<file path="src/rtl/simd_mac_accumulator.sv">
// rtl/simd_mac_accumulator.sv - per-lane saturating accumulator for packed SIMD multiplier products
module simd_mac_accumulator #(
    parameter int ACC_W = 24,
    parameter int CNT_W = 8
) (
    input  logic             CLK,
    input  logic             nrst,
    input  logic             start,
    input  logic [1:0]       mode,
    input  logic [CNT_W-1:0] len,
    input  logic             in_valid,
    output logic             in_ready,
    input  logic [15:0]      prod_int8,
    input  logic [7:0]       prod_int4_0,
    input  logic [7:0]       prod_int4_1,
    input  logic [3:0]       prod_int2_0,
    input  logic [3:0]       prod_int2_1,
    input  logic [3:0]       prod_int2_2,
    input  logic [3:0]       prod_int2_3,
    output logic             out_valid,
    input  logic             out_ready,
    output logic [ACC_W-1:0] acc0,
    output logic [ACC_W-1:0] acc1,
    output logic [ACC_W-1:0] acc2,
    output logic [ACC_W-1:0] acc3,
    output logic             ovf,
    output logic             busy
);

    localparam logic [1:0] MODE_INT4 = 2'd1;
    localparam logic [1:0] MODE_INT2 = 2'd2;

    typedef enum logic [1:0] {
        S_IDLE  = 2'd0,
        S_ACCUM = 2'd1,
        S_DONE  = 2'd2
    } state_t;

    state_t             state_q, state_d;
    logic [1:0]         mode_q;
    logic [CNT_W-1:0]   len_q;
    logic [CNT_W-1:0]   cnt_q;
    logic [CNT_W-1:0]   cnt_inc;
    logic [ACC_W-1:0]   acc_q [4];
    logic [ACC_W-1:0]   acc_d [4];
    logic [ACC_W-1:0]   lane_prod [4];
    logic [3:0]         lane_sat;
    logic               ovf_q;
    logic               beat;

    assign beat    = (state_q == S_ACCUM) && in_valid;
    assign cnt_inc = cnt_q + 1'b1;

    // Route the product fields into lanes for the latched precision; reserved mode behaves as int8
    always_comb begin
        for (int i = 0; i < 4; i++) begin
            lane_prod[i] = '0;
        end
        case (mode_q)
            MODE_INT4: begin
                lane_prod[0] = ACC_W'(prod_int4_0);
                lane_prod[1] = ACC_W'(prod_int4_1);
            end
            MODE_INT2: begin
                lane_prod[0] = ACC_W'(prod_int2_0);
                lane_prod[1] = ACC_W'(prod_int2_1);
                lane_prod[2] = ACC_W'(prod_int2_2);
                lane_prod[3] = ACC_W'(prod_int2_3);
            end
            default: begin
                lane_prod[0] = ACC_W'(prod_int8);
            end
        endcase
    end

    // Per-lane add with one guard bit; a carry out clamps the lane to full scale.
    // Once clamped, any further add carries again, so the lane stays pinned.
    always_comb begin
        logic [ACC_W:0] sum;
        for (int i = 0; i < 4; i++) begin
            sum = {1'b0, acc_q[i]} + {1'b0, lane_prod[i]};
            lane_sat[i] = sum[ACC_W];
            acc_d[i]    = sum[ACC_W] ? {ACC_W{1'b1}} : sum[ACC_W-1:0];
        end
    end

    // State register
    always_ff @(posedge CLK or negedge nrst) begin
        if (!nrst) begin
            state_q <= S_IDLE;
        end else begin
            state_q <= state_d;
        end
    end

    // Next-state logic; a zero-length run skips straight to presenting empty sums
    always_comb begin
        state_d = state_q;
        case (state_q)
            S_IDLE: begin
                if (start) begin
                    state_d = (len == '0) ? S_DONE : S_ACCUM;
                end
            end
            S_ACCUM: begin
                if (in_valid && (cnt_inc == len_q)) begin
                    state_d = S_DONE;
                end
            end
            S_DONE: begin
                if (out_ready) begin
                    state_d = S_IDLE;
                end
            end
            default: state_d = S_IDLE;
        endcase
    end

    // Handshake outputs decoded purely from state, keeping in_valid/out_ready off any output path
    always_comb begin
        in_ready  = 1'b0;
        out_valid = 1'b0;
        busy      = 1'b0;
        case (state_q)
            S_ACCUM: begin
                in_ready = 1'b1;
                busy     = 1'b1;
            end
            S_DONE: begin
                out_valid = 1'b1;
                busy      = 1'b1;
            end
            default: ;
        endcase
    end

    // Accumulator datapath: clear and latch configuration on start, add lanes on each accepted beat
    always_ff @(posedge CLK or negedge nrst) begin
        if (!nrst) begin
            for (int i = 0; i < 4; i++) begin
                acc_q[i] <= '0;
            end
            ovf_q  <= 1'b0;
            cnt_q  <= '0;
            mode_q <= '0;
            len_q  <= '0;
        end else if ((state_q == S_IDLE) && start) begin
            for (int i = 0; i < 4; i++) begin
                acc_q[i] <= '0;
            end
            ovf_q  <= 1'b0;
            cnt_q  <= '0;
            mode_q <= mode;
            len_q  <= len;
        end else if (beat) begin
            for (int i = 0; i < 4; i++) begin
                acc_q[i] <= acc_d[i];
            end
            ovf_q <= ovf_q | (|lane_sat);
            cnt_q <= cnt_inc;
        end
    end

    assign acc0 = acc_q[0];
    assign acc1 = acc_q[1];
    assign acc2 = acc_q[2];
    assign acc3 = acc_q[3];
    assign ovf  = ovf_q;

endmodule
</file>
<file path="config.mk">
export PLATFORM = sky130hd
export DESIGN_NAME = simd_mac_accumulator
export DESIGN_NICKNAME = d
export VERILOG_FILES = /design/src/rtl/simd_mac_accumulator.sv
export SDC_FILE = /design/constraint.sdc
export NUM_CORES = 1
export LEC_CHECK = 0
export BUFFER_PORTS_ARGS = -buffer_cell sky130_fd_sc_hd__buf_2
export CORE_UTILIZATION = 30
export CTS_CLUSTER_DIAMETER = 120
export DETAILED_ROUTE_END_ITERATION = 8
export GPL_ROUTABILITY_DRIVEN = 0
export REMOVE_ABC_BUFFERS = 1
export SLEW_MARGIN = 20
export SYNTH_ARGS = -nofsm -noshare
export SYNTH_HDL_FRONTEND = slang
export SYNTH_SLANG_ARGS = --single-unit
</file>
<file path="constraint.sdc">
create_clock -name CLK -period 6.78 [get_ports CLK]
set_clock_uncertainty 0.15 [all_clocks]
set_input_delay 1.017 -clock CLK [delete_from_list [all_inputs] [get_ports CLK]]
set_output_delay 1.017 -clock CLK [all_outputs]
set_load 0.05 [all_outputs]
</file>
======== Word-level counts from Yosys, hierarchy flattened ========
Cells that the tools add are included.
word-level totals
  register bits after elaboration ......... 117
  output and inout port bits .............. 100
cells by class
  bitwise gates (word level) .............. 1
  reduce and logical (&&, ||, !) cells .... 9
  muxes and demuxes ....................... 21
  $add $sub $neg .......................... 5
  equal/unequal tests ..................... 8
operator list
  cell                   number
  $mux W96               2
  $add A24 B24 Y25       4
  $mux W24               4
  $pmux W16 S2           1
  $mux W28               1
  $mux W8                2
  $pmux W8 S2            1
  $add A8 B1 Y8 const B  1
  $eq A8 B8 Y1           1
  $logic_not A8 Y1       1
  $mux W2                4
  $pmux W2 S3            1
  $mux W1                5
  $eq A2 B1 Y1 const B   2
  $eq A2 B2 Y1 const B   2
  $ne A2 B2 Y1 const B   2
  $reduce_or A4 Y1       1
  $logic_and A1 B1 Y1    3
  $reduce_and A3 Y1      1
  $logic_not A2 Y1       1
  $ne A2 B1 Y1 const B   1
  $reduce_bool A2 Y1     1
  $reduce_or A2 Y1       1
  $or A1 B1 Y1           1

======== Logic depth before layout (Yosys ltp) ========
Gate-level depths: netlist (run 1).
  word-level depth ........................ 7
  mapped depth ............................ 16
  gate-level depth less buffers ........... 14

======== Worst setup path after synthesis (run 1) ========
No wires, ideal clock.
  kind .................................... in2reg
  start ................................... in prod_int2_1[0]
  end ..................................... reg acc_q (netlist bit acc1[9])
  required time ........................... 6.510 ns
  stages on the path ...................... 12
  buffers on the path ..................... 1
  path slack .............................. 3.232 ns
  setup time .............................. 0.120 ns
  arrival ................................. 3.278 ns
  cell sequence ........................... a22oi_1 nor2_1 ha_1 fa_1 a211oi_1 o21ai_1 a21o_1 a21oi_2 or2_4 buf_2 nand3_1 o211a_1
between the ends
  cells in the longest elaborated chain, start to end .. 5
ends and longest elaborated chain
  element                         line  RTL
  start: declaration              17    input logic [3:0] prod_int2_1,
  $pmux W8 S2                     59    case (mode_q)
  $add A24 B24 Y25                81    sum = {1'b0, acc_q[i]} + {1'b0, lane_prod[i]};
  $mux W24                        83    acc_d[i] = sum[ACC_W] ? {ACC_W{1'b1}} : sum[ACC_W-1:0];
  $mux W96                        155   end else if (beat) begin
  $mux W96                        147   end else if ((state_q == S_IDLE) && start) begin
  end signal: indexed assignment  157   acc_q[i] <= acc_d[i];
  end: declaration                44    logic [ACC_W-1:0] acc_q [4];
No other way between the ends. The select of a mux whose other input is x is not followed.
A chain may end at the register's enable or synchronous reset.

======== Final worst setup path (run 1) ========
  start ................................... reg mode_q[0]
  end ..................................... reg acc_q (netlist bit acc0[7])
between the ends
  cells in the longest elaborated chain, start to end .. 6
  elaborated cells on any way between the ends .. 7
ends and longest elaborated chain
  element                                       line  RTL
  start: declaration                            40    logic [1:0] mode_q;
  start signal: assignment                      153   mode_q <= mode;
  $eq A2 B2 Y1 or $eq A2 B1 Y1 (tied branches)  59
  $pmux W16 S2 (*)                              59
  $add A24 B24 Y25 (*)                          81
  $mux W24 (*)                                  83
  $mux W96 (*)                                  155
  $mux W96 (*)                                  147
Every way passes the cells marked *; elsewhere a longest branch is shown, timed or not. The select of a mux whose other input is x is not followed.

==> results of run 1 <==
## cells in the final DEF (no fill, tap or decap), types with 6 or more instances in the layout
cell | synthesis | layout
a211oi_1 | 12 | 12
a21o_1 | 8 | 8
a21oi_1 | 77 | 77
a22o_1 | 6 | 6
a22oi_1 | 9 | 9
a311oi_1 | 10 | 10
a31oi_1 | 23 | 23
and2_1 | 24 | 23
and3_1 | 25 | 25
and4_1 | 11 | 11
buf_2 | 6 | 161
buf_4 | 0 | 6
clkbuf_16 | 0 | 17
dfrtp_1 | 117 | 117
ha_1 | 38 | 38
inv_1 | 27 | 27
inv_6 | 0 | 6
mux2i_1 | 9 | 9
nand2_1 | 87 | 86
nand2b_1 | 6 | 6
nand3_1 | 38 | 38
nand4_1 | 11 | 11
nor2_1 | 78 | 78
nor3_1 | 29 | 29
o21a_1 | 6 | 6
o21ai_0 | 68 | 68
or3_1 | 7 | 7
xnor2_1 | 23 | 23
xor2_1 | 12 | 12
## final cells by class
cell class / count / area (um2) / share of cell area (%)
clock inverters: 15 / 169 / 1.80
repair buffers: 167 / 851 / 9.06
clock buffers: 17 / 425 / 4.53
well taps: 330 / 413 / 4.40
multi-input cells: 704 / 4500 / 47.9
inverters: 27 / 101 / 1.08
diodes: 1 / 2.50 / 0.0266
flip-flops and latches: 117 / 2930 / 31.2
## power breakdown
group          switching (mW)  total (mW)  internal [mW]
combinational            1.30        1.94          0.640
clock                   0.378       0.928          0.550
sequential              0.117       0.941          0.825
total                    1.79        3.81           2.01
## state kept, by name, indices dropped and copies added, names as in the netlist
name,flops
acc2,24
ovf,1
acc3,24
mode_q,2
cnt_q,8
acc1,24
state_q,2
acc0,24
len_q,8
## kinds of logic after synthesis
group           share of synthesized area [%]
simple gates                             22.8
compound gates                           22.9
buf+inv                                  3.87
xor+xnor                                 3.97
mux                                      1.31
flops                                    37.9
fa+ha+maj                                7.19
## critical path, delay by kind of cell, from the launching register on
kind | cells | cell delay [ns]
buffers and inverters | 1 | 0.06
flip-flops | 1 | 0.34
adder cells (fa/ha/maj) | 2 | 1.13
AO/OA/AOI/OAI | 5 | 1.29
AND/OR/NAND/NOR | 3 | 1.19
## metrics by stage
step / utilization [%] / setup WS [ns]
floorplan: - / 3.15
global placement: 34.9 / 2.53
detailed placement: 34.9 / 2.41
CTS: 37.3 / 2.39
global route: 37.3 / 2.18
finish: 37.3 / 2.46
## metal layers
metal  wire [um]  track usage, %
met1       11100            24.6
met2       10400            28.1
met3        1350            4.51
met4         266            5.23
met5          13               0
## final timing paths
check                                 to  slack, ns  cells after the start
worst max register to register   acc0[7]       2.46                     11
min in group asynchronous       acc2[22]       0.49                      1
worst min-delay path            len_q[1]       0.35                      2
worst max-delay path             acc0[7]       2.46                     11
max in group asynchronous        acc3[0]       4.60                      2
worst min register to register  len_q[1]       0.35                      2
==> out/qor.yml, run 1 <==
core.rowCount: 58
critPathLaunch: "mode_q[0]"
timing.rr.start: "mode_q[0]"
initial_utilization_pct: 30.7
cts_buffers: 17
clkSinkCount: 117
ant_nets: 0
drt_iter0_markers: 521
async_flop_share_pct: 100
path_cells: "inv_1, ha_1, nor2b_1, a22o_1, ha_1, o21ai_0, a2111oi_4, or2_4, a41o_2, nor2_1, a21oi_1"
synthTopCellsByCount: "dfrtp_1, nand2_1, nor2_1"
critPathKind: "flip-flop to flip-flop"
cp-start-kind: "flip-flop"
insertion_delay_ns: 0.42
path_clk_slew_ns: 0.07
rsz0062_at_grt: "false"
required_ns: 6.90
max_freq_mhz: 232
synth.distinct_cells: 77
crit_path_max_fanout: 25
wire_per_inst_um: 16.8
setup_viol: 0
final_max_slew_viol_count: 0
design_area_um2: 9390
via_count: 7261
grt_max_degree: 77
grt_usage_pct: 18.1
worst_slew_pin_slew_ns: 0.922
synth_most_common_cell: "dfrtp_1"
coreArea_um2: 25200
p_leak_nw: 4.43
dpl_cell_area_um2: 8790
post_cts_buffers: 0
routed_wl_um: 23200
worstHoldStart: "len_q[1]"
htreeDepth: 4
drtPass1Iterations: 5
min_period_ns: 4.32
hold_viol: 0
cp_data_arrival_time_ns: 4.44
min_path_type: "flip-flop to flip-flop"
io_pins: 163
drc: 0
hpwl_um: 16000
syn_to_final_growth_pct: 21.6
dp.cells: 1345
report.power.total_mw: 3.81
fill_cells: 2573
ir_drop_v: 0.000405
layoutNonFillerInstCount: 1378
clockRootBuffer: "clkbuf_16"
grt_pass1_wl_um: 37200
ys_seq_area_share_pct: 37.9
slowest_delay_ns: 0.80
viasPerCell: 5.27
synth_area_um2: 7720
cp_common_cell: "ha_1"
dieArea_um2: 26400
die_y_um: 162
layout-drive-gt1-share_pct: 22.4
yosysTopAreaCell: "dfrtp_1"
synth-main-ff-cell: "dfrtp_1"
grt_pass1_vias: 6915
endpoint_kind: "flip-flop"
synth_edf_count: 0
whs_ns: 0.353
die_w_um: 162
tns_ns: 0
synthCells: 886
yosys_warnings: 0
status: "finished, final reports clean"
synthTopCellsByArea: "dfrtp_1, ha_1, a21oi_1"
cts_resized: 0
cp_slowest_cell: "ha_1"
synth_top_area_share_pct: 37.9
fin_crit_sh_pct: 63.7
syn_area_per_cell_um2: 8.72
synth-seq-cells: 117
cap_viol_max_count: 0
final_nets: 1139
antenna_found_initial: 3
cts_tree: "done"
hold_buffers: 0
globalRouteOverflowTotal: 0
io_buffers: 162
clockBufferDepth: 2
powerDensity_nw_per_um2: 405
maxSlewHeadroom_pct: 38.6
No activity file was read; power rests on OpenSTA's default activity.
==> run 2: changes to the inputs <==
--- a/config.mk
+++ b/config.mk
@@ -5,6 +5,7 @@
 export SDC_FILE = /design/constraint.sdc
 export NUM_CORES = 1
 export LEC_CHECK = 0
+export ABC_AREA = 1
 export BUFFER_PORTS_ARGS = -buffer_cell sky130_fd_sc_hd__buf_2
 export CORE_UTILIZATION = 30
 export CTS_CLUSTER_DIAMETER = 120
==> constraint.sdc (replaced) <==
create_clock -name CLK -period 4.2 [get_ports CLK]
set_clock_uncertainty 0.15 [all_clocks]
set_input_delay 0.63 -clock CLK [delete_from_list [all_inputs] [get_ports CLK]]
set_output_delay 0.63 -clock CLK [all_outputs]
set_load 0.05 [all_outputs]
==> run 2 against run 1 <==
Register-to-register slack got worse by 1.6 ns. Via count rose by 26%. First-iteration DRC count rose by 6.5%.
==> out/qor.yml, run 2 <==
regArea_um2: 2930  # unchanged
use_met1_pct: 25.2  # was 24.6%
crit_path_max_fanout: 13  # was 25
yosysTopAreaCell: "dfrtp_1"  # unchanged
worst-path-stages: 19  # was 11
wire_per_inst_um: 14.7  # was 16.8 um
critPathLaunch: "mode_q[0]"  # unchanged
synth_top_area_share_pct: 33.1  # was 37.9%
routed_wl_um: 27300  # was 23,200 um
fin_crit_sh_pct: 78.8  # was 63.7%
place_ws_ns: 0.864  # was 2.41 ns
path_clk_slew_ns: 0.06  # was 0.07 ns
p_leak_nw: 5.81  # was 4.43 nW
clockBufferDepth: 2  # unchanged
report.power.total_mw: 5.47  # was 3.81 mW
globalRouteOverflowTotal: 0  # unchanged
cts_tree: "done"  # unchanged
grt_pass1_wl_um: 44800  # was 37,200 um
layoutNonFillerInstCount: 1864  # was 1,378
endpoint_kind: "flip-flop"  # unchanged
final_nets: 1572  # was 1,139
status: "finished, final reports clean"  # unchanged
ir_drop_v: 0.000577  # was 0.000405 V
layout-drive-gt1-share_pct: 16.4  # was 22.4%
syn_to_final_growth_pct: 21.0  # was 21.6%
cts_buffers: 17  # unchanged
yosys_warnings: 0  # unchanged
initial_utilization_pct: 30.6  # was 30.7%
timing.rr.start: "mode_q[0]"  # unchanged
setup.worst_path.end: "ovf"  # was acc0[7]
worstReg2RegEnd: "ovf"  # was acc0[7]
required_ns: 4.40  # was 6.90 ns
synthTopCellsByCount: "nand2_1, inv_1, dfrtp_1"  # was dfrtp_1, nand2_1, nor2_1
die_y_um: 174  # was 162 um
layout_commonest_cell: "nand2_1"  # was buf_2
syn_area_per_cell_um2: 6.76  # was 8.72 um2
die_w_um: 174  # was 162 um
setup_ws_ns: 0.891  # was 2.46 ns
ys_seq_area_share_pct: 33.1  # was 37.9%
synth_edf_count: 0  # unchanged
slowest_delay_ns: 0.39  # was 0.80 ns
grtUsageMet3_pct: 3.18  # was 4.51%
worst_slew_pin_slew_ns: 0.736  # was 0.922 ns
antenna_cells: 0  # was 1
grt_max_degree: 68  # was 77
min_period_ns: 3.31  # was 4.32 ns
post_cts_buffers: 0  # unchanged
final_max_slew_viol_count: 0  # unchanged
via_count: 9115  # was 7,261
synthCells: 1308  # was 886
grt_pass1_vias: 8731  # was 6,915
io_pins: 163  # unchanged
powerDensity_nw_per_um2: 512  # was 405 nW/um2
drc: 0  # unchanged
ff2ff_path_depth: 19  # was 11
cp_data_arrival_time_ns: 3.51  # was 4.44 ns
fill_cells: 3087  # was 2,573
synth-main-ff-cell: "dfrtp_1"  # unchanged
synthTopCellsByArea: "dfrtp_1, nand2_1, inv_1"  # was dfrtp_1, ha_1, a21oi_1
cp_common_cell: "nand2_1"  # was ha_1
max_freq_mhz: 302  # was 232 MHz
antenna_found_initial: 0  # was 3
multi_input_area_um2: 5120  # was 4500 um2
min_path_type: "primary input to async pin"  # was flip-flop to flip-flop
clkSinkCount: 117  # unchanged
synth.distinct_cells: 48  # was 77
htreeDepth: 4  # unchanged
synth-seq-cells: 117  # unchanged
layout_common_cells: "nand2_1, inv_1, buf_2"  # was buf_2, dfrtp_1, nand2_1
cts_resized: 0  # unchanged
maxSlewHeadroom_pct: 51.0  # was 38.6%
hold_buffers: 0  # unchanged
drtPass1Iterations: 5  # unchanged
setup_viol: 0  # unchanged
critPathKind: "flip-flop to flip-flop"  # unchanged
ant_nets: 0  # unchanged
dp.cells: 1832  # was 1,345
synth_most_common_cell: "nand2_1"  # was dfrtp_1
cap_viol_max_count: 0  # unchanged
clockRootBuffer: "clkbuf_16"  # unchanged
insertion_delay_ns: 0.42  # about the same
core.rowCount: 62  # was 58
coreArea_um2: 28900  # was 25,200 um2
hpwl_um: 20200  # was 16,000 um
viasPerCell: 4.89  # was 5.27
dieArea_um2: 30100  # was 26,400 um2
path_cells: "inv_1, ha_1, nand2_1, inv_1, nand2_1, nand3_1, ha_1, inv_1, fa_1, nand3b_1, nand2_1, nand2_1, nand2_1, nand2_1, nand2_2, nand2_4, nand4_1, nand2_1, nand2_1"  # was inv_1, ha_1, nor2b_1, a22o_1, ha_1, o21ai_0, a2111oi_4, or2_4, a41o_2, nor2_1, a21oi_1
async_flop_share_pct: 100  # unchanged
drt_iter0_markers: 555  # was 521
grt_usage_pct: 18.4  # was 18.1%
grtUsageMet2_pct: 30.0  # was 28.1%
reg2reg_slack_ns: 0.89  # was 2.46 ns
cp_slowest_cell: "fa_1"  # was ha_1
cp_top_family: "simple AND/OR/NAND/NOR gates"  # was compound AO/OA/AOI/OAI gates
rsz0062_at_grt: "false"  # unchanged
synth_area_um2: 8840  # was 7720 um2
busiest_layer: "met2"  # unchanged
cp-start-kind: "flip-flop"  # unchanged
critPathBufInv: 3  # was 1
io_buffers: 162  # unchanged
hold_viol: 0  # unchanged
==> run 2: changes by cell type after synthesis, moves of 11 or more <==
cell,delta
and2_1,-20
and3_1,-25
o21ai_0,+30
nand4_1,+14
nand3_1,+61
nand2_1,+349
xnor2_1,-16
inv_1,+138
a31oi_1,-20
and4_1,-11
a211oi_1,-12
xor2_1,+15
a21oi_1,-32
==> run 2: how the worst min path moves through the flow <==
stage | slack [ns] | cells past startpoint | startpoint | end
finish | 0.1 | 1 | nrst | acc3[19]
global route | 0.15 | 1 | nrst | acc3[19]
CTS | 0.13 | 1 | nrst | acc3[19]
detailed placement | 0.32 | 2 | ovf | ovf
global placement | 0.32 | 2 | ovf | ovf
floorplan | 0.18 | 0 | nrst | acc0[0]
==> run 2: cells by family (layout without fill, tap and decap cells) <==
group	count (synthesis)	after routing	share of synthesized area (%)
XOR/XNOR	34	34	3.37
AND/OR/NAND/NOR	714	714	35.5
AO/OA/AOI/OAI	200	200	12.6
buffers and inverters	201	373	9.05
adder cells (fa/ha/maj)	42	42	6.29
flip-flops	117	117	33.1
==> run 2: power breakdown <==
| part | total (mW) | switching, mW | internal, mW | leakage, nW |
|---|---|---|---|---|
| Combinational | 2.45 | 1.73 | 0.726 | 3.91 |
| Sequential | 1.46 | 0.166 | 1.29 | 1.60 |
| Clock | 1.56 | 0.577 | 0.979 | 0.294 |
| Total | 5.47 | 2.47 | 3.00 | 5.81 |
==> run 2: per-stage QoR <==
stage	setup TNS, ns	hold WS (ns)	cell area (um2)	utilization [%]
after CTS	0	0.129	10700	37.0
after detailed placement	0	0.315	10100	34.9
after floorplan	-55.80	0.184	8680	-
final	0	0.0951	10700	37.0
after global placement	0	0.319	10100	34.9
after global routing	0	0.149	10700	37.0
==> run 2: worst reg2reg max path, stage by stage (launching register included) <==
cell,delay [ns]
dfrtp_1,0.38
inv_1,0.08
ha_1,0.37
nand2_1,0.09
inv_1,0.21
nand2_1,0.08
nand3_1,0.09
ha_1,0.17
inv_1,0.08
fa_1,0.39
nand3b_1,0.17
nand2_1,0.14
nand2_1,0.07
nand2_1,0.14
nand2_1,0.08
nand2_2,0.14
nand2_4,0.15
nand4_1,0.13
nand2_1,0.05
nand2_1,0.07
==> run 2: layer usage <==
metal | wire (um) | vias to the layer above
met5 | 0 | -
met4 | 347 | 0
met3 | 1440 | 27
met2 | 12400 | 246
met1 | 13100 | 4248
li1 | - | 4594
==> run 2: final cells by class <==
type	count	area share [%]
inverter	171	6.02
clock inverter	12	1.43
timing repair buffer	170	8.40
multi-input combinational	990	47.9
clock buffer	20	4.37
sequential	117	27.4
tap	384	4.49
==> run 3: changes to the inputs <==
==> constraint.sdc (replaced) <==
create_clock -name CLK -period 3.3 [get_ports CLK]
set_clock_uncertainty 0.15 [all_clocks]
set_input_delay 0.495 -clock CLK [delete_from_list [all_inputs] [get_ports CLK]]
set_output_delay 0.495 -clock CLK [all_outputs]
set_load 0.05 [all_outputs]
==> run 3 against run 2 <==
Maximum frequency rose by 8.6%. Final area rose by 0.81%. Cell count rose by 0.54%. Critical path type unchanged.
==> out/qor.yml, run 3 (same netlist as run 2, synthesis figures left out) <==
maxSlewHeadroom_pct: 54.9  # was 51.0%
drt_iter0_markers: 697  # was 555
routed_wl_um: 27800  # was 27,300 um
path_cells: "inv_1, ha_2, inv_1, nand2_1, inv_2, nand2_1, nand3_1, ha_1, inv_1, fa_1, nand3b_1, nand2_2, nand2_1, nand2_2, nand2_1, nand2_4, nand3_1, o211ai_1, o21ai_0"  # was inv_1, ha_1, nand2_1, inv_1, nand2_1, nand3_1, ha_1, inv_1, fa_1, nand3b_1, nand2_1, nand2_1, nand2_1, nand2_1, nand2_2, nand2_4, nand4_1, nand2_1, nand2_1
clockRootBuffer: "clkbuf_16"  # unchanged
final_max_slew_viol_count: 0  # unchanged
ir_drop_v: 0.000705  # was 0.000577 V
ant_nets: 0  # unchanged
layout_commonest_cell: "nand2_1"  # unchanged
whs_ns: 0.202  # was 0.0951 ns
cp_common_cell: "nand2_1"  # unchanged
grt_max_degree: 92  # was 68
insertion_delay_ns: 0.42  # about the same
drc: 0  # unchanged
timing.rr.start: "mode_q[0]"  # unchanged
dp.cells: 1839  # was 1,832
worst_slew_pin_slew_ns: 0.675  # was 0.736 ns
htreeDepth: 4  # unchanged
max_freq_mhz: 328  # was 302 MHz
wire_per_inst_um: 14.8  # was 14.7 um
min_path_type: "primary input to flip-flop"  # was primary input to async pin
cts_buffers: 17  # unchanged
status: "finished, final reports clean"  # unchanged
fin_crit_sh_pct: 92.3  # was 78.8%
antenna_found_initial: 0  # unchanged
hold_viol: 0  # unchanged
grt_usage_pct: 18.8  # was 18.4%
syn_to_final_growth_pct: 21.9  # was 21.0%
cts_tree: "done"  # unchanged
via_count: 9212  # was 9,115
min_to: "len_q[4]"
slowest_delay_ns: 0.39  # about the same
initial_utilization_pct: 30.6  # unchanged
layout_common_cells: "nand2_1, inv_1, buf_2"  # unchanged
report.power.total_mw: 6.77  # was 5.47 mW
cp_data_arrival_time_ns: 3.17  # was 3.51 ns
ff2ff_path_depth: 19  # unchanged
antenna_cells: 0  # unchanged
critPathKind: "flip-flop to flip-flop"  # unchanged
final_nets: 1582  # was 1,572
required_ns: 3.42  # was 4.40 ns
worstReg2RegEnd: "acc0[16]"  # was ovf
io_buffers: 162  # unchanged
setup_viol: 0  # unchanged
crit_path_max_fanout: 8  # was 13
layoutNonFillerInstCount: 1874  # was 1,864
min_period_ns: 3.05  # was 3.31 ns
coreArea_um2: 28900  # unchanged
path_clk_slew_ns: 0.06  # about the same
p_leak_nw: 5.82  # was 5.81 nW
worstHoldStart: "len[4]"
io_pins: 163  # unchanged
grt_pass1_wl_um: 46000  # was 44,800 um
powerDensity_nw_per_um2: 628  # was 512 nW/um2
cap_viol_max_count: 0  # unchanged
cp-start-kind: "flip-flop"  # unchanged
die_w_um: 174  # unchanged
dieArea_um2: 30100  # unchanged
die_y_um: 174  # unchanged
clkSinkCount: 117  # unchanged
endpoint_kind: "flip-flop"  # unchanged
core.rowCount: 62  # unchanged
viasPerCell: 4.92  # was 4.89
layout-drive-gt1-share_pct: 17.5  # was 16.4%
globalRouteOverflowTotal: 0  # unchanged
hold_depth: 3
design_area_um2: 10800  # was 10,700 um2
cp_slowest_cell: "fa_1"  # unchanged
clockBufferDepth: 2  # unchanged
drtPass1Iterations: 5  # unchanged
grt_pass1_vias: 8985  # was 8,731
rsz0062_at_grt: "false"  # unchanged
dpl_cell_area_um2: 10100  # about the same
hpwl_um: 20400  # was 20,200 um
reg2reg_slack_ns: 0.25  # was 0.89 ns
-- run 3: per-stage QoR --
stage | TNS (ns) | utilization, % | worst slack (ns)
floorplan | -150.30 | - | -2.31
global placement | 0 | 35.1 | 0.174
detailed placement | 0 | 35.1 | 0.0989
CTS | 0 | 37.0 | 0.0754
global route | 0 | 37.3 | 0.00139
finish | 0 | 37.3 | 0.253
-- run 3: critical path, delay by kind of cell (launching register included) --
kind / cells / cell delay, ns
flip-flops: 1 / 0.38
AND/OR/NAND/NOR: 10 / 0.96
AO/OA/AOI/OAI: 2 / 0.19
buffers and inverters: 4 / 0.37
adder cells (fa/ha/maj): 3 / 0.85
-- run 3: cell type report --
cell class | count | area, um2
Fill cell | 3130 | 18100
Multi-Input combinational cell | 990 | 5190
Sequential cell | 117 | 2930
Timing Repair Buffer | 180 | 988
Inverter | 171 | 646
Tap cell | 384 | 480
Clock buffer | 21 | 460
Clock inverter | 11 | 78.8
-- run 3: metal layers --
metal	track usage [%]	routed length (um)
met2	30.4	12700
met1	25.8	13200
met3	3.11	1580
met4	5.41	364
met5	0	0
-- run 3: worst max-delay path by stage --
stage	to	from
global placement	acc2[15]	mode_q[0]
floorplan	acc2[16]	state_q[1]
global route	ovf	mode_q[0]
CTS	acc2[15]	mode_q[0]
finish	acc0[16]	mode_q[0]
detailed placement	acc2[15]	mode_q[0]
-- run 3: power by group --
| group | leakage, nW | total, mW | switching [mW] | internal [mW] |
|---|---|---|---|---|
| combinational | 3.96 | 3.16 | 2.20 | 0.961 |
| sequential | 1.60 | 1.85 | 0.208 | 1.65 |
| clock | 0.251 | 1.75 | 0.748 | 1.00 |
-- run 3: repair_timing --
item,in CTS,in global routing
endpoints found under the hold margin,34,0
setup endpoints to repair,0,67
hold buffers,1,0
setup buffers,0,2
gates resized for setup,0,18
